`src/rtl/spi_ram_pkg.sv`:
```
// Shared types and constants for the SPI-to-RAM master.
package spi_ram_pkg;

    localparam int unsigned FRAME_W = 10;
    localparam int unsigned DATA_W  = 8;

    typedef enum logic [1:0] {
        WR_ADDR = 2'b00,
        WR_DATA = 2'b01,
        RD_ADDR = 2'b10,
        RD_DATA = 2'b11
    } op_e;

    typedef enum logic [2:0] {
        IDLE  = 3'd0,
        START = 3'd1,
        CMD   = 3'd2,
        SHIFT = 3'd3,
        WAIT  = 3'd4,
        RECV  = 3'd5,
        END   = 3'd6
    } state_e;

endpackage

```
`src/rtl/spi_master_shifter.sv`:
```
// MSB-first frame shift register: parallel load for transmit, serial-in for MISO capture.
module spi_master_shifter
    import spi_ram_pkg::*;
(
    input  logic                 i_clk,
    input  logic                 i_rst,
    input  logic                 i_load,
    input  logic [FRAME_W-1:0]   i_load_val,
    input  logic                 i_shift,
    input  logic                 i_serial,
    output logic                 o_msb,
    output logic [DATA_W-1:0]    o_rx_byte_c
);

    logic [FRAME_W-1:0] r_q;

    // Load a new frame or shift left, pulling the serial input into bit 0
    always_ff @(posedge i_clk) begin
        if (i_rst) begin
            r_q <= '0;
        end else if (i_load) begin
            r_q <= i_load_val;
        end else if (i_shift) begin
            r_q <= {r_q[FRAME_W-2:0], i_serial};
        end
    end

    assign o_msb       = r_q[FRAME_W-1];
    // Byte as it will stand once the current serial bit is shifted in
    assign o_rx_byte_c = {r_q[DATA_W-2:0], i_serial};

endmodule

```
`src/rtl/spi_ram_master.sv`:
```
// SPI initiator for the single-port RAM link; one SPI bit per system clock.
// Optional command sequence checking is enabled with SPI_MASTER_SEQCHK_EN.
module spi_ram_master
    import spi_ram_pkg::*;
#(
    parameter int unsigned TURNAROUND = 2,
    parameter int unsigned IDLE_GAP   = 1
) (
    input  logic                 i_clk,
    input  logic                 i_rst,
    input  logic                 i_cmd_valid,
    output logic                 o_cmd_ready,
    input  logic [1:0]           i_cmd_op,
    input  logic [DATA_W-1:0]    i_cmd_data,
    output logic                 o_rsp_valid,
    output logic [DATA_W-1:0]    o_rsp_data,
    output logic                 o_cmd_err,
    output logic                 o_ss_n,
    output logic                 o_mosi,
    input  logic                 i_miso
);

    state_e               r_state;
    state_e               w_state_nxt;
    logic [3:0]           r_cnt;
    logic [3:0]           w_cnt_nxt;
    op_e                  r_op;
    logic                 w_accept;
    logic                 w_legal;
    logic                 w_start;
    logic                 w_load;
    logic                 w_shift;
    logic                 w_rsp_done;
    logic                 w_ready_nxt;
    logic                 w_ss_n_nxt;
    logic                 w_mosi_nxt;
    logic                 w_sh_msb;
    logic [DATA_W-1:0]    w_sh_rx;

    assign w_accept = i_cmd_valid && o_cmd_ready;
    assign w_start  = w_accept && w_legal;

`ifdef SPI_MASTER_SEQCHK_EN
    // Last legal command class seen by the slave
    typedef enum logic [1:0] {
        SQ_NONE = 2'd0,
        SQ_WR   = 2'd1,
        SQ_RA   = 2'd2
    } seq_e;

    seq_e r_seq;
    seq_e w_seq_nxt;

    // Legality of the offered op and tracker update on acceptance
    always_comb begin
        w_legal   = 1'b0;
        w_seq_nxt = r_seq;
        case (op_e'(i_cmd_op))
            WR_ADDR: w_legal = (r_seq != SQ_RA);
            WR_DATA: w_legal = (r_seq == SQ_WR);
            RD_ADDR: w_legal = 1'b1;
            RD_DATA: w_legal = (r_seq == SQ_RA);
            default: w_legal = 1'b0;
        endcase
        if (w_accept && w_legal) begin
            case (op_e'(i_cmd_op))
                WR_ADDR, WR_DATA: w_seq_nxt = SQ_WR;
                RD_ADDR:          w_seq_nxt = SQ_RA;
                default:          w_seq_nxt = SQ_NONE;
            endcase
        end
    end

    // Tracker state and one-cycle rejection pulse
    always_ff @(posedge i_clk) begin
        if (i_rst) begin
            r_seq     <= SQ_NONE;
            o_cmd_err <= 1'b0;
        end else begin
            r_seq     <= w_seq_nxt;
            o_cmd_err <= w_accept && !w_legal;
        end
    end
`else
    assign w_legal   = 1'b1;
    assign o_cmd_err = 1'b0;
`endif

    // Next state, per-state counter and next values of the registered outputs
    always_comb begin
        w_state_nxt = r_state;
        case (r_state)
            IDLE:    if (w_start) w_state_nxt = START;
            START:   w_state_nxt = CMD;
            CMD:     w_state_nxt = SHIFT;
            SHIFT:   if (r_cnt == 4'(FRAME_W - 1))
                         w_state_nxt = (r_op == RD_DATA) ? WAIT : END;
            WAIT:    if (r_cnt == 4'(TURNAROUND - 1)) w_state_nxt = RECV;
            RECV:    if (r_cnt == 4'(DATA_W - 1)) w_state_nxt = END;
            END:     w_state_nxt = IDLE;
            default: w_state_nxt = IDLE;
        endcase

        // Counter restarts on every state change and saturates otherwise
        if (w_state_nxt != r_state) begin
            w_cnt_nxt = 4'd0;
        end else if (r_cnt != 4'hF) begin
            w_cnt_nxt = r_cnt + 4'd1;
        end else begin
            w_cnt_nxt = r_cnt;
        end

        w_load      = (r_state == IDLE) && w_start;
        w_shift     = (w_state_nxt == SHIFT) || (r_state == RECV);
        w_rsp_done  = (r_state == RECV) && (w_state_nxt == END);
        w_ready_nxt = (w_state_nxt == IDLE) && ((5'(w_cnt_nxt) + 5'd1) >= 5'(IDLE_GAP));
        w_ss_n_nxt  = (w_state_nxt == IDLE) || (w_state_nxt == END);

        w_mosi_nxt = 1'b0;
        case (w_state_nxt)
            CMD:     w_mosi_nxt = r_op[1];
            SHIFT:   w_mosi_nxt = w_sh_msb;
            default: w_mosi_nxt = 1'b0;
        endcase
    end

    // State, counter, latched op and registered link outputs
    always_ff @(posedge i_clk) begin
        if (i_rst) begin
            r_state     <= IDLE;
            r_cnt       <= 4'hF;
            r_op        <= WR_ADDR;
            o_cmd_ready <= 1'b0;
            o_ss_n      <= 1'b1;
            o_mosi      <= 1'b0;
            o_rsp_valid <= 1'b0;
            o_rsp_data  <= '0;
        end else begin
            r_state     <= w_state_nxt;
            r_cnt       <= w_cnt_nxt;
            if (w_load) r_op <= op_e'(i_cmd_op);
            o_cmd_ready <= w_ready_nxt;
            o_ss_n      <= w_ss_n_nxt;
            o_mosi      <= w_mosi_nxt;
            o_rsp_valid <= w_rsp_done;
            if (w_rsp_done) o_rsp_data <= w_sh_rx;
        end
    end

    spi_master_shifter u_shifter (
        .i_clk       (i_clk),
        .i_rst       (i_rst),
        .i_load      (w_load),
        .i_load_val  ({i_cmd_op, i_cmd_data}),
        .i_shift     (w_shift),
        .i_serial    (i_miso),
        .o_msb       (w_sh_msb),
        .o_rx_byte_c (w_sh_rx)
    );

endmodule

```
`config.mk`:
```
export PLATFORM = sky130hd
export DESIGN_NAME = spi_ram_master
export DESIGN_NICKNAME = d
export VERILOG_FILES = /design/src/rtl/spi_ram_pkg.sv /design/src/rtl/spi_master_shifter.sv /design/src/rtl/spi_ram_master.sv
export SDC_FILE = /design/constraint.sdc
export NUM_CORES = 1
export LEC_CHECK = 0
export CAP_MARGIN = 5
export CORE_MARGIN = 3
export CORE_UTILIZATION = 58
export CTS_BUF_LIST = sky130_fd_sc_hd__clkbuf_8
export CTS_CLUSTER_DIAMETER = 80
export DETAILED_ROUTE_END_ITERATION = 12
export PLACE_DENSITY = 0.91
export SLEW_MARGIN = 20
export SYNTH_ARGS = -nofsm -noshare
export SYNTH_HDL_FRONTEND = slang
export SYNTH_SLANG_ARGS = --single-unit
```
`constraint.sdc`:
```
create_clock -name i_clk -period 3.35 [get_ports i_clk]
set_clock_uncertainty 0.2 [all_clocks]
set_input_delay 0.8375 -clock i_clk [delete_from_list [all_inputs] [get_ports i_clk]]
set_output_delay 0.8375 -clock i_clk [all_outputs]
set_load 0.05 [all_outputs]
```
Word level (Yosys, flattened, before mapping)
Index checks and enable logic that the tools add are counted.
{"block": "totals", "elab_cells": 46, "register_bits": 31, "inputBits": 14, "out_inout_bits": 13}
{"block": "op_classes", "add_sub_neg": 2, "mux": 11, "n_lt_le_gt_ge": 1, "n_eq_ne": 14, "n_reduce_logical": 9}
{"operator": "2-to-1 mux 10 bit", "n": 2}
{"operator": "case mux 3 bit (6 select lines)", "n": 1}
{"operator": "equality test 3 x 2 -> 1 bit (second input constant)", "n": 4}
{"operator": "2-to-1 mux 3 bit", "n": 4}
{"operator": "equality test 3 bit (second input constant)", "n": 3}
{"operator": "2-to-1 mux 4 bit", "n": 2}
{"operator": "zero test 3 bit", "n": 2}
{"operator": "adder 4 x 1 -> 5 bit (second input constant)", "n": 1}
{"operator": ">= comparator 5 x 1 -> 1 bit (second input constant)", "n": 1}
{"operator": "adder 4 x 1 -> 4 bit (second input constant)", "n": 1}
{"operator": "equality test 4 x 1 -> 1 bit (second input constant)", "n": 1}
{"operator": "equality test 4 x 3 -> 1 bit (second input constant)", "n": 1}
{"operator": "equality test 4 bit (second input constant)", "n": 1}
{"operator": "logical AND 1 bit", "n": 4}
{"operator": "inequality test 4 bit (second input constant)", "n": 1}
{"operator": "equality test 3 x 1 -> 1 bit (second input constant)", "n": 1}
{"operator": "inequality test 3 bit", "n": 1}
{"operator": "equality test 2 bit (second input constant)", "n": 1}
{"operator": "logical OR 1 bit", "n": 2}
{"operator": "2-to-1 mux 2 bit", "n": 1}
{"operator": "case mux 1 bit (2 select lines)", "n": 1}
{"operator": "nonzero test 2 bit", "n": 1}

Longest topological paths before layout
Gate-level depths: netlist of the first run.
{"block": "depth", "depth_word": 9, "mapped_depth": 9, "depth_no_buf": 9}

By module
From an unflattened synthesis of the first run, not the netlist that was laid out.
{"block": "hier_totals", "hier_cells": 172, "hier_area_um2": 1699.1}
{"mod": "spi_ram_master", "seq_area_each_um2": 420.4, "n_inst": 1, "cells_per_inst": 120, "area_each_um2": 1178.6}
{"mod": "spi_master_shifter", "seq_area_each_um2": 200.2, "n_inst": 1, "cells_per_inst": 52, "area_each_um2": 520.5}

Worst setup path after synthesis of the first run
OpenSTA, ideal clock, no wires.
{"block": "synth_timing", "kind": "input-to-reg", "from": "input port i_cmd_valid", "to": "register o_cmd_ready", "path_slack_ns": 0.925, "path_stages": 6, "setup_time_ns": 0.139, "n_path_buf": 0, "required_ns": 3.011, "arrival_time_ns": 2.086, "path_cell_list": "nand4b_1 > o311a_1 > nand3_1 > ha_1 > nor4_1 > a311oi_2"}
{"block": "synth_between", "elab_chain_cells": 8, "word_cells_on_any_way": 9, "cone_classes": "add/sub: 1; order compare: 1; eq/ne: 1; mux: 3; reduce/logical: 3"}
{"item": "start: declaration", "line": "spi_ram_master.sv:11", "text": "input logic i_cmd_valid,"}
{"item": "logical AND 1 bit *", "line": "spi_ram_master.sv:40", "text": "assign w_accept = i_cmd_valid && o_cmd_ready;"}
{"item": "2-to-1 mux 3 bit *", "line": "spi_ram_master.sv:93", "text": "IDLE: if (w_start) w_state_nxt = START;"}
{"item": "case mux 3 bit (6 select lines) *", "line": "spi_ram_master.sv:92", "text": "case (r_state)"}
{"item": "inequality test 3 bit", "line": "spi_ram_master.sv:105", "text": "if (w_state_nxt != r_state) begin"}
{"item": "2-to-1 mux 4 bit", "line": "spi_ram_master.sv:105"}
{"item": "adder 4 x 1 -> 5 bit", "line": "spi_ram_master.sv:116", "text": "w_ready_nxt = (w_state_nxt == IDLE) && ((5'(w_cnt_nxt) + 5'd1) >= 5'(IDLE_GAP));"}
{"item": ">= comparator 5 x 1 -> 1 bit", "line": "spi_ram_master.sv:116"}
{"item": "logical AND 1 bit *", "line": "spi_ram_master.sv:116"}
{"item": "end signal: assignment", "line": "spi_ram_master.sv:142", "text": "o_cmd_ready <= w_ready_nxt;"}
{"item": "end: declaration", "line": "spi_ram_master.sv:12", "text": "output logic o_cmd_ready,"}
Every way passes the cells marked *; elsewhere a longest branch is shown, timed or not.
A chain may end at the register's enable or synchronous reset.

Worst setup path in the final report of the first run
{"block": "layout_timing", "from": "register r_cnt[1]", "to": "register o_cmd_ready"}
{"block": "layout_between", "elab_chain_cells": 8, "word_cells_on_any_way": 16, "cone_classes": "add/sub: 2; order compare: 1; eq/ne: 5; mux: 6; reduce/logical: 2"}
{"item": "start: declaration", "line": "spi_ram_master.sv:25", "text": "logic [3:0] r_cnt;"}
{"item": "start signal: assignment", "line": "spi_ram_master.sv:140", "text": "r_cnt <= w_cnt_nxt;"}
{"item": "equality test 4 x 3 -> 1 bit, or another cell as far along", "line": "spi_ram_master.sv:99", "text": "RECV: if (r_cnt == 4'(DATA_W - 1)) w_state_nxt = END;"}
{"item": "2-to-1 mux 3 bit, on equally long branches", "line": "spi_ram_master.sv:99, spi_ram_master.sv:96, spi_ram_master.sv:98"}
{"item": "case mux 3 bit (6 select lines)", "line": "spi_ram_master.sv:92"}
{"item": "inequality test 3 bit", "line": "spi_ram_master.sv:105"}
{"item": "2-to-1 mux 4 bit", "line": "spi_ram_master.sv:105"}
{"item": "adder 4 x 1 -> 5 bit", "line": "spi_ram_master.sv:116"}
{"item": ">= comparator 5 x 1 -> 1 bit", "line": "spi_ram_master.sv:116"}
{"item": "logical AND 1 bit *", "line": "spi_ram_master.sv:116"}
Marked as above.

==> flow_summary.json, run 1 <==
{
  "worst_path_most_repeated_cell": "ha_1",
  "grt_pass1_vias": 1178,
  "critical_path_class": "register to register",
  "worstMarginPinSlew_ps": 902,
  "synth_ff_type": "dfxtp_1",
  "dp.cells": 211,
  "relSlewSlack_pct": 39.7,
  "holdBufCountCts": 0,
  "setup_viol": 0,
  "cp_data_arrival_time_ps": 2550,
  "grt_use_total_pct": 22.7,
  "netlist_area_mm2": 0.00150,
  "worstPathRequired_ps": 3300,
  "clkTransAtPathRegs_ps": 60,
  "root_buffer": "clkbuf_8",
  "powerDensity_mw_per_mm2": 667,
  "cts_setup_buffers": 0,
  "yosys-top-cells-area": "dfxtp_1 41%, mux2i_1 8.7%, a211oi_1 5.5%",
  "fin_cells": 219,
  "cts_max_level": 2,
  "ir_drop_mv": 0.571,
  "via_per_inst": 5.84,
  "drive_above_1_share_pct": 11.0,
  "async_flop_share_pct": 0,
  "coreArea_mm2": 0.00232,
  "syn_area_per_cell_um2": 8.97,
  "yosys_warnings": 0,
  "yosysSeqAreaShare_pct": 41.4,
  "dr_wl_met3_um": 210,
  "cp_max_fo": 9,
  "nets": 208,
  "start_util_pct": 64.6,
  "dieArea_mm2": 0.00323,
  "syn_inst": 167,
  "area.growth.synth_to_final_pct": 22.9,
  "ctsResizeCount": 0,
  "fmax_mhz": 385,
  "tns_ps": 0,
  "finalCritPeriodShare_pct": 77.6,
  "io_buffers": 25,
  "final_max_slew_viol_count": 0,
  "grt_pass1_wl_um": 5580,
  "hold_path_class": "register to register",
  "num_rows": 17,
  "syn-num-nets": 185,
  "synth_top_area_share_pct": 41.4,
  "drt-met1-wl_um": 1520,
  "status": "completed",
  "drv_cap": 0,
  "num_io_pins": 27,
  "wl_met2_um": 1540,
  "synth_cell_types": 39,
  "rsz0062_at_grt": "no",
  "routedWlPerCell_um": 15.2,
  "vias": 1280,
  "grt_max_degree": 31,
  "crit_buf_inv": 1,
  "cts_tree": "done",
  "die_w_um": 56.8,
  "hold_viol": 0,
  "first_pass_iters": 4,
  "critPathMaxStageDelay_ps": 360,
  "fp.dieH_um": 56.8,
  "yosysTopAreaCell": "dfxtp_1",
  "crit_family": "compound AO/OA/AOI/OAI gates",
  "worstSetupStartpointType": "register",
  "antenna_found_initial": 0,
  "drt_iter0_drc": 34,
  "p_leak_nw": 0.782,
  "hpwl_um": 2360,
  "cp-end-kind": "register",
  "synth_edf_count": 0,
  "drc": 0,
  "num_antenna_cells": 0,
  "ant_nets": 0,
  "clk_latency_ps": 280,
  "clock-sinks": 31,
  "overflow": 0,
  "slowest_stage": "dfxtp_1",
  "highest_layer": "met4",
  "period_minus_slack_ps": 2600,
  "cts_made_buffers": 5,
  "totalWireLength_um": 3340,
  "globalplace.congestion": 0.856,
  "cts.path.max_buffers": 2,
  "crit_chain": "inv_1, ha_1, and2b_2, a21boi_0, o311a_1, nand3_1, ha_1, nor4_1, a311oi_2",
  "ys_seq_elements": 31
}
==> state kept, by name (all words and copies together) (netlist names) <==
name and flops:
u_shifter.r_q 10, o_rsp_data 8, r_cnt 4, r_state 3
r_op 2, o_cmd_ready 1, o_mosi 1, o_rsp_valid 1
o_ss_n 1
==> cells in the mapped netlist (all sizes together), types with 3 or more instances <==
master	instances
mux2i	13
nand3	5
dfxtp	31
a21oi	13
a31o	4
and3	3
buf	7
nor3	3
nor2	18
inv	5
nand2	18
clkbuf	5
a211oi	11
ha	4
==> cells in the final DEF, fill, tap and decap left out, types with 3 or more instances in the layout <==
master,Yosys,layout
a211oi_1,11,11
inv_1,5,6
clkdlybuf4s50_1,0,25
nand2_1,18,18
a21oi_1,12,12
mux2i_1,13,13
a31o_2,4,4
dfxtp_1,31,31
nor2_1,18,18
clkbuf_8,0,7
nor3_1,3,3
buf_4,2,3
ha_1,4,4
and3_1,3,3
nand3_1,5,5
==> path summary, 6_finish.rpt <==
path,startpoint,to,slack [ps],depth (start not counted)
min,o_rsp_data[2]$_SDFFE_PP0P_,o_rsp_data[2]$_SDFFE_PP0P_,250,2
min reg2reg,o_rsp_data[2]$_SDFFE_PP0P_,o_rsp_data[2]$_SDFFE_PP0P_,250,2
max,r_cnt[1]$_SDFF_PP1_,o_cmd_ready$_SDFF_PP0_,750,9
max reg2reg,r_cnt[1]$_SDFF_PP1_,o_cmd_ready$_SDFF_PP0_,750,9
==> worst reg2reg max path: stages (launching register included) <==
cell	delay [ps]
dfxtp_1	360
inv_1	60
ha_1	220
and2b_2	220
a21boi_0	220
o311a_1	360
nand3_1	150
ha_1	310
nor4_1	220
a311oi_2	140
==> through the flow <==
stage               hold WS [ps]  cell area, um^2  worst slack [ps]  power [mW]  util (%)
global placement             241             1740               622       0.867      75.1
CTS                          255             1840               775        1.22      79.4
finish                       254             1840               751        1.23      79.4
global route                 275             1840               548        1.31      79.4
detailed placement           249             1740               532       0.905      75.1
floorplan                    244             1500               925       0.803         -
==> report_power, final <==
group | leakage [nW] | total (mW) | internal, mW | switching (mW)
combinational | 0.473 | 0.425 | 0.189 | 0.237
sequential | 0.253 | 0.486 | 0.421 | 0.0652
clock | 0.0557 | 0.316 | 0.184 | 0.132
==> cell type report <==
class                      count  area [um^2]
inverter                       5         18.8
fill                         161          478
timing repair buffer          28          273
tap                           28         35.0
multi-input combinational    119          793
clock inverter                 1         3.75
sequential                    31          621
clock buffer                   7         96.3
==> routing by layer <==
layer | vias to the layer above | GRT usage (%)
li1 | 640 | -
met1 | 595 | 29.4
met2 | 34 | 33.8
met3 | 11 | 8.74
met4 | 0 | 9.27
met5 | - | 0
==> kinds of logic after synthesis <==
family          after synthesis  share of synthesized area [%]
mux                          13                           8.69
compound gates               37                           17.6
flops                        31                           41.4
buf+inv                      17                           5.60
other cells                   1                          0.250
xor+xnor                      2                           1.17
fa+ha+maj                     4                           3.34
simple gates                 62                           21.9
No activity file was read; power rests on OpenSTA's default activity.
==> run 2, diff against run 1 <==
CORE_UTILIZATION = 54   (was 58)
PLACE_DENSITY = 0.86   (was 0.91)
clock period = 2.6 ns   (was 3.35 ns; I/O delays follow)
==> flow_summary.json, run 2 (synthesis gave the netlist of run 1 again) <==
{
  "cts_tree": "done",
  "hold_slack_ps": 255,
  "drive_above_1_share_pct": 16.1,
  "hold_viol": 0,
  "r2r-start": "r_cnt[0]$_SDFF_PP1_",
  "antenna_found_initial": 0,
  "reg_top3": "u_shifter.r_q (10), o_rsp_data (8), r_cnt (4)",
  "period_minus_slack_ps": 2510,
  "die_w_um": 58.7,
  "num_io_pins": 27,
  "r2r_slack_ps": 90,
  "rsz0062_at_grt": "no",
  "clkPwrFrac_pct": 20.8,
  "regArea_um2": 622,
  "use_met3_pct": 8.11,
  "fin_cells": 229,
  "worstPathRequired_ps": 2600,
  "place_area_mm2": 0.00178,
  "area.growth.synth_to_final_pct": 27.9,
  "cts.path.max_buffers": 2,
  "holdPathStages": 2,
  "fp.dieH_um": 58.7,
  "final_common_cell": "dfxtp_1",
  "multi_input_area_um2": 823,
  "start_util_pct": 58.3,
  "relSlewSlack_pct": 66.6,
  "nets": 216,
  "drt_iter0_drc": 58,
  "dieArea_mm2": 0.00344,
  "dp.cells": 218,
  "worstReg2RegEnd": "o_cmd_ready$_SDFF_PP0_",
  "layout_common_cells": "30 x dfxtp_1, 25 x clkdlybuf4s50_1, 18 x nor2_1, 18 x nand2_1, 13 x mux2i_1",
  "root_buffer": "clkbuf_8",
  "nFillCells": 184,
  "hold_start": "o_rsp_data[3]$_SDFFE_PP0P_",
  "tns_ps": 0,
  "drc": 0,
  "netSwitchingPower_mw": 0.652,
  "io_buffers": 25,
  "hpwl_um": 2480,
  "worst-r2r-cell-count": 9,
  "status": "completed",
  "p_leak_nw": 0.815,
  "coreArea_mm2": 0.00257,
  "clock-sinks": 31,
  "setup_viol": 0,
  "routedWlPerCell_um": 16.8,
  "powerDensity_mw_per_mm2": 892,
  "first_pass_iters": 4,
  "grt_pass1_vias": 1370,
  "num_antenna_cells": 0,
  "largest_reg_flops": 10,
  "cts_made_buffers": 5,
  "fin_area_mm2": 0.00192,
  "worstSetupStartpointType": "register",
  "grt.busiest_layer": "met2",
  "critical_path_class": "register to register",
  "fmax_mhz": 399,
  "via_per_inst": 5.87,
  "cp_max_fo": 5,
  "vias": 1345,
  "finalCritPeriodShare_pct": 96.5,
  "met2_usage_pct": 40.2,
  "grt_pass1_wl_um": 6220,
  "seq_power_share_pct": 36.2,
  "totalWireLength_um": 3860,
  "num_rows": 18,
  "total_power_mw": 1.71,
  "grt_max_degree": 31,
  "clkTransAtPathRegs_ps": 60,
  "final_max_slew_viol_count": 0,
  "grt_use_met1_pct": 27.5,
  "internal-power_mw": 1.06,
  "drv_cap": 0,
  "worstMarginPinSlew_ps": 500,
  "cts_max_level": 2,
  "cp-end-kind": "register",
  "globalplace.congestion": 0.853,
  "hold_end": "o_rsp_data[3]$_SDFFE_PP0P_",
  "pwr-share-comb_pct": 43.0,
  "hold_path_class": "register to register",
  "grt_use_total_pct": 24.2,
  "sw_frac_of_total_pct": 38.2,
  "cp_data_arrival_time_ps": 2510,
  "ant_nets": 0,
  "top_register": "u_shifter.r_q",
  "overflow": 0,
  "ir_drop_mv": 1.05,
  "clk_latency_ps": 290
}
==> run 2: changes by cell type in the layout (fill, tap and decap cells not counted), sizes merged <==
cell    change
clkbuf      -2
clkinv      +1
inv         +1
buf         +8
==> run 2: worst max-delay path by stage <==
stage,start,to
finish,r_cnt[0]$_SDFF_PP1_,o_cmd_ready$_SDFF_PP0_
CTS,r_cnt[0]$_SDFF_PP1_,o_cmd_ready$_SDFF_PP0_
floorplan,r_cnt[1]$_SDFF_PP1_,o_cmd_ready$_SDFF_PP0_
global route,r_cnt[1]$_SDFF_PP1_,o_cmd_ready$_SDFF_PP0_
detailed placement,i_cmd_valid,o_cmd_ready$_SDFF_PP0_
global placement,i_cmd_valid,o_cmd_ready$_SDFF_PP0_
==> run 2: routing by layer <==
layer	vias to the layer above	share of wire (%)
li1	660	-
met5	-	0
met3	14	6.5
met1	624	43
met2	47	48
met4	0	3.0
==> run 2: worst max-delay path, cell delays in order, from the launching register on <==
cell	delay (ps)
dfxtp_2	410
ha_1	220
and2b_2	170
a21boi_0	90
o311a_1	390
buf_4	170
and3_1	180
ha_1	210
mux2i_1	130
a311oi_2	260
==> run 2: layout make-up <==
class                           instances  area share, %
Clock inverter                          3          0.653
Sequential cell                        31           32.5
Multi-Input combinational cell        119           43.0
Tap cell                               30           1.96
Timing Repair Buffer                   36           17.4
Clock buffer                            5           3.59
Inverter                                5          0.980
==> run 2: per-stage QoR <==
step                      util (%)  worst slack (ps)
after CTS                     73.3              28.4
final                         74.6              90.9
after floorplan                  -               327
after detailed placement      69.3             -47.8
after global placement        69.3               136
after global routing          74.6              16.4
==> run 2: power groups by stage <==
stage               clock [mW]  sequential (mW)  combinational, mW
floorplan                    0            0.620              0.414
global placement             0            0.608              0.522
detailed placement           0            0.612              0.574
CTS                      0.355            0.606              0.628
global route             0.376            0.625              0.788
finish                   0.356            0.619              0.735
==> run 2: what timing repair did <==
item                       4_1_cts  5_1_grt
setup buffers                    2        1
setup endpoints to repair        1        1
hold buffers                     0        0
resized for setup                1        4
pin swaps                        1        1
